===== src/rtl/song_sequencer_ctrl_if.sv =====
// Handshake/control bundle between the user-control side, the song ROM / note player
// and song_sequencer_ctrl.
//   play, stop, next_song, repeat_en : user controls (debounced)
//   note_done, note_end              : note player finish pulse, ROM end-of-song marker
//   song, note_addr                  : ROM address (upper / lower)
//   new_note, song_done, busy        : player load pulse, end-of-song pulse, activity flag
// The slave modport is the sequencer's view; master is the view of whatever drives it.
// ADDR_W/SONG_W must match the parameters of the attached sequencer.
interface song_sequencer_ctrl_if #(
  parameter int unsigned ADDR_W = 5,
  parameter int unsigned SONG_W = 2
) ();
  logic              play;
  logic              stop;
  logic              next_song;
  logic              repeat_en;
  logic              note_done;
  logic              note_end;
  logic [SONG_W-1:0] song;
  logic [ADDR_W-1:0] note_addr;
  logic              new_note;
  logic              song_done;
  logic              busy;

  modport master (
    output play, stop, next_song, repeat_en, note_done, note_end,
    input  song, note_addr, new_note, song_done, busy
  );

  modport slave (
    input  play, stop, next_song, repeat_en, note_done, note_end,
    output song, note_addr, new_note, song_done, busy
  );
endinterface


===== src/rtl/song_sequencer_ctrl.sv =====
// Song sequencer: walks note addresses through a song ROM for 2**SONG_W songs and
// handshakes each note with the note player (new_note / note_done). Supports pause/resume
// with position kept, end-of-song marker and implicit end at the last address, repeat
// mode, stop (rewind) and skip to next song.
// Ports:
//   clk   : system clock, rising edge
//   reset : asynchronous active-low reset
//   bus   : song_sequencer_ctrl_if.slave (controls in, ROM address / player handshake out)
module song_sequencer_ctrl #(
  parameter int unsigned ADDR_W  = 5,
  parameter int unsigned SONG_W  = 2,
  parameter int unsigned ROM_LAT = 1
) (
  input logic                  clk,
  input logic                  reset,
  song_sequencer_ctrl_if.slave bus
);

  localparam int unsigned CntW = (ROM_LAT > 1) ? $clog2(ROM_LAT) : 1;
  localparam logic [CntW-1:0]   FetchLast = CntW'(ROM_LAT - 1);
  localparam logic [ADDR_W-1:0] AddrLast  = '1;

  typedef enum logic [2:0] {StIdle, StFetch, StNewNote, StWait, StPause, StNext} state_e;

  state_e            state_q, state_d;
  logic [ADDR_W-1:0] note_addr_q, note_addr_d;
  logic [SONG_W-1:0] song_q, song_d;
  logic [CntW-1:0]   fetch_cnt_q, fetch_cnt_d;
  logic              done_pend_q, done_pend_d;
  logic              play_d_q, play_d_d;
  logic              song_done_q, song_done_d;
  logic              song_end;
  logic              pend_now;

  always_ff @(posedge clk or negedge reset) begin
    if (!reset) begin
      state_q     <= StIdle;
      note_addr_q <= '0;
      song_q      <= '0;
      fetch_cnt_q <= '0;
      done_pend_q <= 1'b0;
      play_d_q    <= 1'b0;
      song_done_q <= 1'b0;
    end else begin
      state_q     <= state_d;
      note_addr_q <= note_addr_d;
      song_q      <= song_d;
      fetch_cnt_q <= fetch_cnt_d;
      done_pend_q <= done_pend_d;
      play_d_q    <= play_d_d;
      song_done_q <= song_done_d;
    end
  end

  always_comb begin
    state_d     = state_q;
    note_addr_d = note_addr_q;
    song_d      = song_q;
    fetch_cnt_d = '0;  // every entry into FETCH starts the latency count from zero
    done_pend_d = done_pend_q;
    play_d_d    = bus.play;
    song_done_d = 1'b0;
    song_end    = 1'b0;
    // A note_done arriving in the resume cycle itself must not be lost.
    pend_now    = done_pend_q | bus.note_done;

    if (bus.stop) begin
      note_addr_d = '0;
      done_pend_d = 1'b0;
      state_d     = StIdle;
    end else if (bus.next_song) begin
      song_d      = song_q + SONG_W'(1);
      note_addr_d = '0;
      done_pend_d = 1'b0;
      state_d     = (state_q == StIdle || state_q == StPause) ? StIdle : StFetch;
    end else begin
      unique case (state_q)
        StIdle: begin
          if (bus.play && !play_d_q) state_d = StFetch;
        end
        StFetch: begin
          if (fetch_cnt_q == FetchLast) begin
            if (bus.note_end) song_end = 1'b1;
            else              state_d  = StNewNote;
          end else begin
            fetch_cnt_d = fetch_cnt_q + CntW'(1);
          end
        end
        StNewNote: state_d = StWait;
        StWait: begin
          if (!bus.play) begin
            state_d     = StPause;
            done_pend_d = bus.note_done;
          end else if (bus.note_done) begin
            state_d = StNext;
          end
        end
        StPause: begin
          if (bus.play) begin
            state_d     = pend_now ? StNext : StWait;
            done_pend_d = 1'b0;
          end else begin
            done_pend_d = pend_now;
          end
        end
        StNext: begin
          if (note_addr_q == AddrLast) begin
            song_end = 1'b1;
          end else begin
            note_addr_d = note_addr_q + ADDR_W'(1);
            state_d     = StFetch;
          end
        end
        default: state_d = StIdle;
      endcase

      if (song_end) begin
        song_done_d = 1'b1;
        note_addr_d = '0;
        if (bus.repeat_en) begin
          state_d = StFetch;
        end else begin
          song_d  = song_q + SONG_W'(1);
          state_d = StIdle;
        end
      end
    end
  end

  always_comb begin
    bus.song      = song_q;
    bus.note_addr = note_addr_q;
    bus.song_done = song_done_q;
    bus.new_note  = (state_q == StNewNote);
    bus.busy      = (state_q == StFetch) || (state_q == StNewNote) ||
                    (state_q == StWait)  || (state_q == StNext);
  end

endmodule

===== src/flat_wrapper.sv =====
// flat-port wrapper written by rule: the top's interface ports become plain ports
module song_sequencer_ctrl_flat 
#(
  parameter int unsigned ADDR_W  = 5,
  parameter int unsigned SONG_W  = 2,
  parameter int unsigned ROM_LAT = 1
)
  (clk, reset, bus_play, bus_stop, bus_next_song, bus_repeat_en, bus_note_done, bus_note_end, bus_song, bus_note_addr, bus_new_note, bus_song_done, bus_busy);
  song_sequencer_ctrl_if #(.ADDR_W(ADDR_W), .SONG_W(SONG_W)) bus_i ();
  input logic clk;
  input logic reset;
  input wire logic [$bits(bus_i.play)-1:0] bus_play;
  input wire logic [$bits(bus_i.stop)-1:0] bus_stop;
  input wire logic [$bits(bus_i.next_song)-1:0] bus_next_song;
  input wire logic [$bits(bus_i.repeat_en)-1:0] bus_repeat_en;
  input wire logic [$bits(bus_i.note_done)-1:0] bus_note_done;
  input wire logic [$bits(bus_i.note_end)-1:0] bus_note_end;
  output wire logic [$bits(bus_i.song)-1:0] bus_song;
  output wire logic [$bits(bus_i.note_addr)-1:0] bus_note_addr;
  output wire logic [$bits(bus_i.new_note)-1:0] bus_new_note;
  output wire logic [$bits(bus_i.song_done)-1:0] bus_song_done;
  output wire logic [$bits(bus_i.busy)-1:0] bus_busy;
  assign bus_i.play = bus_play;
  assign bus_i.stop = bus_stop;
  assign bus_i.next_song = bus_next_song;
  assign bus_i.repeat_en = bus_repeat_en;
  assign bus_i.note_done = bus_note_done;
  assign bus_i.note_end = bus_note_end;
  assign bus_song = bus_i.song;
  assign bus_note_addr = bus_i.note_addr;
  assign bus_new_note = bus_i.new_note;
  assign bus_song_done = bus_i.song_done;
  assign bus_busy = bus_i.busy;
  song_sequencer_ctrl #(.ADDR_W(ADDR_W), .SONG_W(SONG_W), .ROM_LAT(ROM_LAT)) u_core (.clk(clk), .reset(reset), .bus(bus_i));
endmodule

===== config.mk =====
export PLATFORM = sky130hd
export DESIGN_NAME = song_sequencer_ctrl_flat
export DESIGN_NICKNAME = d
export VERILOG_FILES = /design/src/rtl/song_sequencer_ctrl_if.sv /design/src/rtl/song_sequencer_ctrl.sv /design/src/flat_wrapper.sv
export SDC_FILE = /design/constraint.sdc
export NUM_CORES = 1
export LEC_CHECK = 0
export ABC_AREA = 1
export CAP_MARGIN = 30
export CORE_MARGIN = 2
export CORE_UTILIZATION = 48
export DETAILED_ROUTE_END_ITERATION = 10
export GPL_TIMING_DRIVEN = 1
export PLACE_DENSITY = 0.76
export SLEW_MARGIN = 30
export SYNTH_ARGS = -nofsm -noshare
export SYNTH_HDL_FRONTEND = slang
export SYNTH_SLANG_ARGS = --single-unit

===== constraint.sdc =====
create_clock -name clk -period 1.7 [get_ports clk]
set_clock_uncertainty 0.05 [all_clocks]
set_input_delay 0.51 -clock clk [delete_from_list [all_inputs] [get_ports clk]]
set_output_delay 0.51 -clock clk [all_outputs]
set_load 0.005 [all_outputs]

* Yosys cells after proc, flatten, opt, wreduce, memory -nomap -nowiden *
Cells that the tools add are included.

cells by class
  add/subtract/negate cells = 3
  equal/unequal tests = 15
  multiplexer cells = 40
  bitwise gates (word level) = 2
  reductions and logical operators = 14

operator list
  kind                   count
  $mux W3                11
  $mux W5                5
  $ne A5 B5 Y1 const B   5
  $mux W1                18
  $pmux W3 S6            1
  $ne A4 B4 Y1 const B   2
  $reduce_bool A4 Y1     2
  $eq A3 B2 Y1 const B   2
  $eq A3 B3 Y1 const B   2
  $mux W2                3
  $ne A6 B6 Y1 const B   1
  $reduce_and A6 Y1      1
  $add A5 B1 Y5 const B  1
  $eq A5 B5 Y1 const B   1
  $logic_or A1 B1 Y1     4
  $pmux W1 S2            2
  $reduce_and A2 Y1      2
  $eq A3 B1 Y1 const B   1
  $logic_not A3 Y1       1
  $reduce_and A3 Y1      1
  $add A2 B1 Y2 const B  1
  $ne A2 B2 Y1 const B   1
  $reduce_bool A2 Y1     1
  $add A1 B1 Y1 const B  1
  other kinds (4)        4

storage, ports and cells
  register bits after elaboration = 14
  input port bits = 8
  word-level logic and storage cells = 81

* Logic depth before layout (Yosys ltp) *
  depth in word-level cells = 8
  depth in mapped cells = 12
  depth with buffers taken out = 12

* Worst setup path after synthesis *
Ideal clock, no wire load.

  path type = reg2reg
  start = register u_core.note_addr_q[0], in the netlist u_core.bus.note_addr[0]
  end = register u_core.state_q[0]
  library setup time = 0.116 ns
  arrival time = 1.393 ns
  path slack = 0.140 ns
  cell stages (with the launch flop) = 11
  cells stage by stage = dfrtp_1 -> ha_1 -> nand2_1 -> nor2_1 -> ha_1 -> nand4_1 -> nand3_4 -> nor2_2 -> nor2_1 -> nand2_1 -> nand2_1

on the way
  word-level cells in the longest chain between the ends = 8
  elaborated cells between the ends (all ways) = 15
  those cells by class = eq/ne (7); mux (7); reduce/logical (1)

ends and longest elaborated chain
  what                                                  RTL line                    text
  start: declaration                                    song_sequencer_ctrl.sv:26   logic [ADDR_W-1:0] note_addr_q, note_addr_d;
  start signal: assignment                              song_sequencer_ctrl.sv:46   note_addr_q <= note_addr_d;
  $eq A5 B5 Y1 *                                        song_sequencer_ctrl.sv:107  if (note_addr_q == AddrLast) begin
  branches (longest 7 deep; another with $ne A6 B6 Y1)  -
  end signal: assignment                                song_sequencer_ctrl.sv:37   state_q <= StIdle;
  end signal: assignment                                song_sequencer_ctrl.sv:45   state_q <= state_d;
  end: declaration                                      song_sequencer_ctrl.sv:25   state_e state_q, state_d;

Every way passes the cells marked *. The select of a mux whose other input is x is not followed.
A chain may end at the register's enable or synchronous reset.

* Worst setup path after layout *
  start = register u_core.note_addr_q[0], in the netlist u_core.bus.note_addr[0]
  end = register u_core.song_q[0], in the netlist u_core.bus.song[0]

on the way
  word-level cells in the longest chain between the ends = 7

ends and longest elaborated chain
  what                          RTL line                    text
  $eq A5 B5 Y1                  song_sequencer_ctrl.sv:107
  $mux W1                       song_sequencer_ctrl.sv:107
  $pmux W1 S2                   song_sequencer_ctrl.sv:77   unique case (state_q)
  $mux W1                       song_sequencer_ctrl.sv:71   end else if (bus.next_song) begin
  $mux W1                       song_sequencer_ctrl.sv:67   if (bus.stop) begin
  $reduce_bool A2 Y1 (no line)  -
  $reduce_and A3 Y1 (no line)   -
  end signal: assignment        song_sequencer_ctrl.sv:47   song_q <= song_d;
  end: declaration              song_sequencer_ctrl.sv:27   logic [SONG_W-1:0] song_q, song_d;

Every way passes these cells. The select of a mux whose other input is x is not followed.

==> impl_metrics.toml <==
[die]
die_width_um = 45.2
dieArea_um2 = 2050
std_cell_rows = 14
core_um2 = 1540
die_h_um = 45.2
start_util_pct = 52.9
ios = 18

[timing]
min_period_ns = 1.81
grt_setup_unrepaired = "true"
setup_violations = 4
setup_slack_ns = -0.106
drv_slew = 0
clock.fmax_mhz = 554
min_period_over_period_pct = 106
hold_slack_ns = 0.489
worst_pin_slew_ns = 0.218
hold_violations = 0
relSlewSlack_pct = 85.4

[grt]
grt_pass1_wl_um = 3440
antenna_found_initial = 0
grt_pass1_vias = 807
track_usage_pct = 23.3
grt_max_degree = 14
grt-ovfl-total = 0

[cells_and_area]
fill_cells = 100
fin_util_pct = 82.5
final_common_cell = "nand2_1"
layout.nets = 170
mostFrequentLayoutCells = "nand2_1 (30), buf_4 (23), inv_1 (13), dfrtp_1 (13), nor2_1 (10)"
syn_to_final_growth_pct = 56.0
multi_input_area_um2 = 455
drive_gt1_share_pct = 34.0
register_area_um2 = 325
design_area_um2 = 1270
antennaDiodeCount = 0

[run_status]
violations = "setup timing"
status = "finished, violations left"

[logic_synthesis]
syn_inst = 113
yosysWarnings = 0
synth.top_cell.area_share_pct = 39.9
async_reset_ff_share_pct = 100
synth_seq_area_share_pct = 39.9
synth_area_um2 = 816
synth_cell_types = 24
avgSynthCellArea_um2 = 7.22
synth_area_leaders = "dfrtp_1 (40%), nand2_1 (15%), inv_1 (6.4%)"
synthFlopType = "dfrtp_1"
synth_fp_nets = 123
yosys.area.top_type = "dfrtp_1"
synth_edf_count = 0
synth_seq_cells = 13

[placed_design]
dp_hpwl_um = 1430
portBuffers = 17
dpl_cell_area_um2 = 1100
gp_congestion = 0.830

[clocking]
numCtsBuffers = 3
cts_tree = "done"
insertion_delay_ns = 0.28
cts_hold_buf = 0
clkTransAtPathRegs_ns = 0.08
clockBufferDepth = 2
clock_sinks = 13
cts-root-buf = "clkbuf_4"
htree_levels = 1

[power]
p_per_area_nw_per_um2 = 712
ir_worst_vdd_mv = 0.551
p_leak_nw = 0.725
p_total_w = 0.000906

[drt]
dr.pass1.iters = 5
drt-total-wl_um = 2330
route.detailed.drc = 0
dr.first_iter.drc_count = 29
viasPerCell = 5.19
wl_per_cell_um = 13.3
vias = 908
route.antenna.remaining_nets = 0

[worst_setup_path]
end_kind = "register"
start_kind = "register"
crit_type = "reg2reg"
crit_arrival_ns = 1.92
path_max_fanout = 3
cp.required_ns = 1.82

[hold_path]
hold_path_class = "reg2reg"

[job]
drv_cap = 0
==> worst max-delay path, cell delays in order (launching register included) <==
cell	delay, ns
dfrtp_1	0.40
ha_2	0.22
nand2_2	0.07
nor2_2	0.10
ha_2	0.19
nand4_1	0.20
nand3_2	0.15
nand3b_1	0.14
xnor2_1	0.16
==> state kept, by name, summed over array words and instances, names as in the netlist <==
register              flops
u_core.bus.note_addr      5
u_core.bus.song           2
u_core.play_d_q           1
u_core.done_pend_q        1
u_core.state_q            3
u_core.bus.song_done      1
==> report_power, final <==
| part | internal [W] | leakage [nW] | switching [W] |
|---|---|---|---|
| Clock | 0.0000913 | 0.0150 | 0.000108 |
| Sequential | 0.000340 | 0.174 | 0.0000170 |
| Combinational | 0.000191 | 0.536 | 0.000159 |
==> kinds of logic (layout without fill, tap and decap cells) <==
family	count (synthesis)	after routing	share of synthesized area (%)
and+or+nand+nor	66	66	38.0
AOI/OAI and AO/OA	10	10	6.90
xor gates and xnor gates	3	3	3.22
buffers and inverters	19	65	8.89
adders and majority gates	2	2	3.07
DFF	13	13	39.9
==> path summary, 6_finish.rpt <==
path / from / end / slack, ns / cells past startpoint
max: u_core.bus.note_addr[0] / u_core.bus.song[0] / -0.11 / 8
max in group asynchronous: reset / u_core.bus.note_addr[1] / 0.93 / 2
min in group asynchronous: reset / u_core.bus.song_done / 0.50 / 2
min reg2reg: u_core.done_pend_q / u_core.done_pend_q / 0.49 / 2
max reg2reg: u_core.bus.note_addr[0] / u_core.bus.song[0] / -0.11 / 8
min: u_core.done_pend_q / u_core.done_pend_q / 0.49 / 2
==> cells in the mapped netlist (2+ instances only) <==
master / n
dfrtp_1: 13
ha_1: 2
inv_1: 14
inv_2: 4
nand2_1: 32
nand2_2: 2
nand3_1: 8
nand4_1: 2
nor2_1: 12
nor2_2: 4
o21ai_0: 5
o21ai_1: 2
xnor2_1: 2
==> per-layer routing <==
metal | routed length (um) | track usage (%) | up-vias
li1 | - | - | 450
met1 | 962 | 32.2 | 416
met2 | 1170 | 37.7 | 36
met3 | 156 | 2.40 | 6
met4 | 41 | 8.24 | 0
met5 | 0 | 0 | -
==> timing repair <==
item / 4_1_cts / 5_1_grt
hold endpoints to repair: 0 / 0
setup endpoints to repair: 11 / 16
pin swaps: 2 / 3
setup buffers: 9 / 4
resized for setup: 11 / 19
==> stage by stage <==
step / std cells / setup TNS, ns / setup WS, ns
5_1_grt: 175 / -1.16 / -0.222
3_5_place_dp: 158 / -0.838 / -0.156
3_3_place_gp: 158 / -0.768 / -0.158
6_report: 175 / -0.270 / -0.106
4_1_cts: 171 / -0.00827 / -0.00827
2_1_floorplan: 113 / 0 / 0.140
==> cell type report <==
class | count | share of cell area (%)
sequential | 13 | 25.6
timing repair buffer | 43 | 29.5
tap | 16 | 1.57
clock buffer | 4 | 2.06
inverter | 18 | 5.51
multi-input combinational | 81 | 35.8
Power figures use the tool's default switching activity.
==> patch 1 (config.mk and constraints unchanged) <==
`ADDR_W` is set to 5 in 3 places; all go to 4.
--- a/src/rtl/song_sequencer_ctrl_if.sv
+++ b/src/rtl/song_sequencer_ctrl_if.sv
@@ -7,7 +7,7 @@
 // The slave modport is the sequencer's view; master is the view of whatever drives it.
 // ADDR_W/SONG_W must match the parameters of the attached sequencer.
 interface song_sequencer_ctrl_if #(
-  parameter int unsigned ADDR_W = 5,
+  parameter int unsigned ADDR_W = 4,
   parameter int unsigned SONG_W = 2
 ) ();
   logic              play;
--- a/src/rtl/song_sequencer_ctrl.sv
+++ b/src/rtl/song_sequencer_ctrl.sv
@@ -7,7 +7,7 @@
 //   reset : asynchronous active-low reset
 //   bus   : song_sequencer_ctrl_if.slave (controls in, ROM address / player handshake out)
 module song_sequencer_ctrl #(
-  parameter int unsigned ADDR_W  = 5,
+  parameter int unsigned ADDR_W  = 4,
   parameter int unsigned SONG_W  = 2,
   parameter int unsigned ROM_LAT = 1
 ) (
--- a/src/flat_wrapper.sv
+++ b/src/flat_wrapper.sv
@@ -1,7 +1,7 @@
 // flat-port wrapper written by rule: the top's interface ports become plain ports
 module song_sequencer_ctrl_flat 
 #(
-  parameter int unsigned ADDR_W  = 5,
+  parameter int unsigned ADDR_W  = 4,
   parameter int unsigned SONG_W  = 2,
   parameter int unsigned ROM_LAT = 1
 )
Ports: changed (resized bus_note_addr); port bits go from 18 to 17. The function was not compared with the original's and may differ.
==> patch 1 against the unedited design <==
- synthesized area decreased by 2.9%
- clock power increased by 18%
- sequential cell count decreased by 1
- power increased by 0.80%
- wire length decreased by 8.6%
- design area decreased by 6.3%
- setup slack improved by 0.14 ns
- critical endpoint is now bus_song_done
==> patch 1: results (changes against the unedited design) <==
Largest register FFs 4 (was 5); global-route wire length before repair 3629 um (was 3436 um); proportion of layout cells with a drive suffix above 1 0.3537 (was 0.3396); Port-buffer cells 16 (was 17); Hold/Removal Path Class input pin to async pin (was flop to flop); peak supply drop 0.0006004 V (was 0.0005507 V); detailed-route via count 863 (was 908); total half-perimeter wirelength after legalization and detailed placement 1568 um (was 1434 um); Worst Path Arrival 1.10 ns (was 1.92 ns); Synth Area in Adders 0.01580 (was 0.03067); cell family with most CP delay buffers and inverters (was simple AND/OR/NAND/NOR gates); Synth area leaders sky130_fd_sc_hd__dfrtp_1, sky130_fd_sc_hd__nand2_1, sky130_fd_sc_hd__nand3_1 (was sky130_fd_sc_hd__dfrtp_1, sky130_fd_sc_hd__nand2_1, sky130_fd_sc_hd__inv_1); number of global-route vias before repair 873 (was 807); maximum number of pins on one net before global-route repair 13 (was 14); 1st-iter DRT viols 27 (was 29); overall routing resource usage 0.2534 (was 0.2325); number of nets in the final layout 157 (was 170); routability-driven placement congestion ratio 0.9253 (was 0.8302); result of the run finished clean (was complete, but fails checks); leak pwr 0.7030 nW (was 0.7251 nW); router iterations before antenna repair 4 (was 5); max incr delay on CP 0.49 ns (was 0.40 ns); sequential share of the synthesized area 0.3791 (was 0.3988); synthesized-area fraction occupied by ao, oa, aoi and oai cells 0.09795 (was 0.06902); xor and xnor area share after synthesis 0.02212 (was 0.03221)
-- patch 1: what timing repair did --
| action | CTS | global route |
|---|---|---|
| gates resized for setup | 4 | 10 |
| buffers inserted | 8 | 1 |
| setup endpoints to repair | 8 | 8 |
| hold buffers | 0 | 0 |
-- patch 1: final cells by class --
cell class | instances | area [um2]
repair buffers | 39 | 337.8
multi-input cells | 76 | 432.9
clock buffers | 4 | 36.28
flip-flops and latches | 12 | 301.5
inverters | 16 | 63.81
well taps | 16 | 20.02
fillers | 112 | 331.6
-- patch 1: layer usage --
metal,wire length [um],share of wire,vias to the layer above,global-route usage
li1,-,-,425,-
met2,1048,0.49,34,0.4348
met3,128,0.060,9,0.04490
met1,884,0.42,395,0.2995
met5,0,0,-,0
met4,65,0.031,0,0.1273
-- patch 1: per-stage QoR --
stage | cell area (um2) | instances | setup slack, ns | util | power, mW
2_1_floorplan | 792.0 | 104 | 0.3816 | - | 0.4989
3_3_place_gp | 1077 | 150 | -0.06310 | 0.7069 | 0.6406
3_5_place_dp | 1077 | 150 | -0.1095 | 0.7069 | 0.6464
4_1_cts | 1177 | 162 | -0.02086 | 0.7726 | 0.9234
5_1_grt | 1192 | 163 | 0.01336 | 0.7824 | 0.9646
6_report | 1192 | 163 | 0.03900 | 0.7824 | 0.9137
-- patch 1: worst paths after layout --
kind                                      end  slack, ns
max in group asynchronous   u_core.state_q[1]       0.95
hold reg to reg            u_core.done_pend_q       0.49
setup / recovery                bus_song_done       0.04
hold / removal             u_core.bus.song[1]       0.47
setup reg to reg            u_core.state_q[2]       0.16
min in group clk           u_core.done_pend_q       0.49
-- patch 1: where the power goes --
part,internal (mW),switching [mW]
logic,0.185,0.156
clock network,0.130,0.105
registers,0.319,0.0176
==> patch 2 (same settings) <==
Made on the original files. Take the reset off `note_addr_q` and load it in a clocked block of its own.
--- a/src/rtl/song_sequencer_ctrl.sv
+++ b/src/rtl/song_sequencer_ctrl.sv
@@ -35,7 +35,6 @@
   always_ff @(posedge clk or negedge reset) begin
     if (!reset) begin
       state_q     <= StIdle;
-      note_addr_q <= '0;
       song_q      <= '0;
       fetch_cnt_q <= '0;
       done_pend_q <= 1'b0;
@@ -43,13 +42,16 @@
       song_done_q <= 1'b0;
     end else begin
       state_q     <= state_d;
-      note_addr_q <= note_addr_d;
       song_q      <= song_d;
       fetch_cnt_q <= fetch_cnt_d;
       done_pend_q <= done_pend_d;
       play_d_q    <= play_d_d;
       song_done_q <= song_done_d;
     end
+  end
+
+  always_ff @(posedge clk) begin
+    note_addr_q <= note_addr_d;
   end
 
   always_comb begin
Check against the original RTL: differs if reset is asserted again (counterexample within 10 cycles, from zero or initial values and one cycle with reset low); with reset held inactive, the same outputs for 10 cycles.
==> patch 2 against the unedited design <==
- non-clock buffer count decreased by 1
- core utilization decreased by 8.1 points
- design area decreased by 2.3%
- wire length decreased by 3.9%
- sequential power decreased by 2%
- via count increased by 1.1%
- setup slack improved by 0.15 ns
- power decreased by 6.1%
- critical endpoint is now bus_note_addr[3]
- sequential cell count unchanged
- synthesized area increased by 2.0%
==> patch 2: results (changes against the unedited design) <==
Synth Area in Adders 0.03008 (was 0.03067); synthesized-area fraction occupied by ao, oa, aoi and oai cells 0.07218 (was 0.06902); xor and xnor area share after synthesis 0.04060 (was 0.03221); Seq group 0.351 mW (was 0.357 mW); clock network power share 0.230 (was 0.219); result of the run finished clean (was complete, but fails checks); wire length on met3 99 um (was 156 um); Post-synth top cells sky130_fd_sc_hd__nand2_1, sky130_fd_sc_hd__inv_1, sky130_fd_sc_hd__nor2_1 (was sky130_fd_sc_hd__nand2_1, sky130_fd_sc_hd__inv_1, sky130_fd_sc_hd__dfrtp_1); Synthesis Warnings 0 (unchanged); Vias per Instance 5.276 (was 5.189); slowest stage cell on the critical path sky130_fd_sc_hd__clkdlybuf4s50_1 (was sky130_fd_sc_hd__dfrtp_1); number of nets in the final layout 168 (was 170); routability-driven placement congestion ratio 0.8687 (was 0.8302); final-layout fill cell count 124 (was 100); Top Metal Used met4 (unchanged); leak pwr 0.6817 nW (was 0.7251 nW); proportion of layout cells with a drive suffix above 1 0.3567 (was 0.3396); cell family with most CP delay buffers and inverters (was simple AND/OR/NAND/NOR gates); total half-perimeter wirelength after legalization and detailed placement 1527 um (was 1434 um); final instance area 1244 um2 (was 1272 um2); cell area after placement 1121 um2 (was 1099 um2); Worst Path Arrival 1.09 ns (was 1.92 ns); global-route wire length before repair 3360 um (was 3436 um); worst slack after detailed placement -0.1069 ns (was -0.1560 ns); sequential share of the synthesized area 0.3609 (was 0.3988); number of global-route vias before repair 873 (was 807); 1st-iter DRT viols 20 (was 29); drt wl/cell 12.84 um (was 13.29 um); fin cells 174 (was 175); placed cell count 161 (was 158); met1 wire length 899 um (was 962 um); number of distinct library cells after synthesis 26 (was 24); routing usage on met1 0.2298 (was 0.3215); router iterations before antenna repair 4 (was 5); Max-slew headroom 0.7248 (was 0.8544); overall routing resource usage 0.2277 (was 0.2325); wire length on met2 1174 um (was 1166 um); met3 global-route usage 0.05952 (was 0.02400)
==> patch 2: cell count changes in the layout (fill, tap and decap cells not counted), moves of 3 or more <==
cell	delta
sky130_fd_sc_hd__dfrtp_1	-6
sky130_fd_sc_hd__dfxtp_2	+5
sky130_fd_sc_hd__nand2_1	-5
sky130_fd_sc_hd__a21oi_1	+4
sky130_fd_sc_hd__nand3_1	+4
sky130_fd_sc_hd__nor2_2	-4
sky130_fd_sc_hd__nand3_2	+3
==> patch 2: layout make-up <==
| type | count | share of cell area |
|---|---|---|
| well taps | 17 | 0.01710 |
| flip-flops and latches | 13 | 0.2475 |
| multi-input cells | 79 | 0.3602 |
| clock buffers | 4 | 0.02113 |
| inverters | 19 | 0.06338 |
| repair buffers | 42 | 0.2907 |
==> patch 2: metrics by stage <==
step            TNS, ns  power [mW]
6_report              0      0.8511
5_1_grt        -0.03828      0.8888
4_1_cts               0      0.8356
3_5_place_dp    -0.1607      0.6041
3_3_place_gp   -0.08623      0.5932
2_1_floorplan         0      0.4845
==> patch 2: timing repair <==
action                     4_1_cts  5_1_grt
pin swaps                        0        1
setup endpoints to repair        8        8
resized for setup               16       12
buffers inserted                 6        3
==> patch 2: final timing paths <==
| path | startpoint | to | slack, ns | cells after the start |
|---|---|---|---|---|
| max | u_core.bus.note_addr[3] | bus_note_addr[3] | 0.05 | 1 |
| min | u_core.bus.note_addr[4] | u_core.bus.note_addr[4] | 0.43 | 2 |
| max reg2reg | u_core.bus.note_addr[0] | u_core.bus.song[1] | 0.11 | 11 |
| min reg2reg | u_core.bus.note_addr[4] | u_core.bus.note_addr[4] | 0.43 | 2 |
| max in group asynchronous | reset | u_core.state_q[2] | 0.82 | 1 |
| min in group asynchronous | reset | u_core.state_q[1] | 0.47 | 1 |
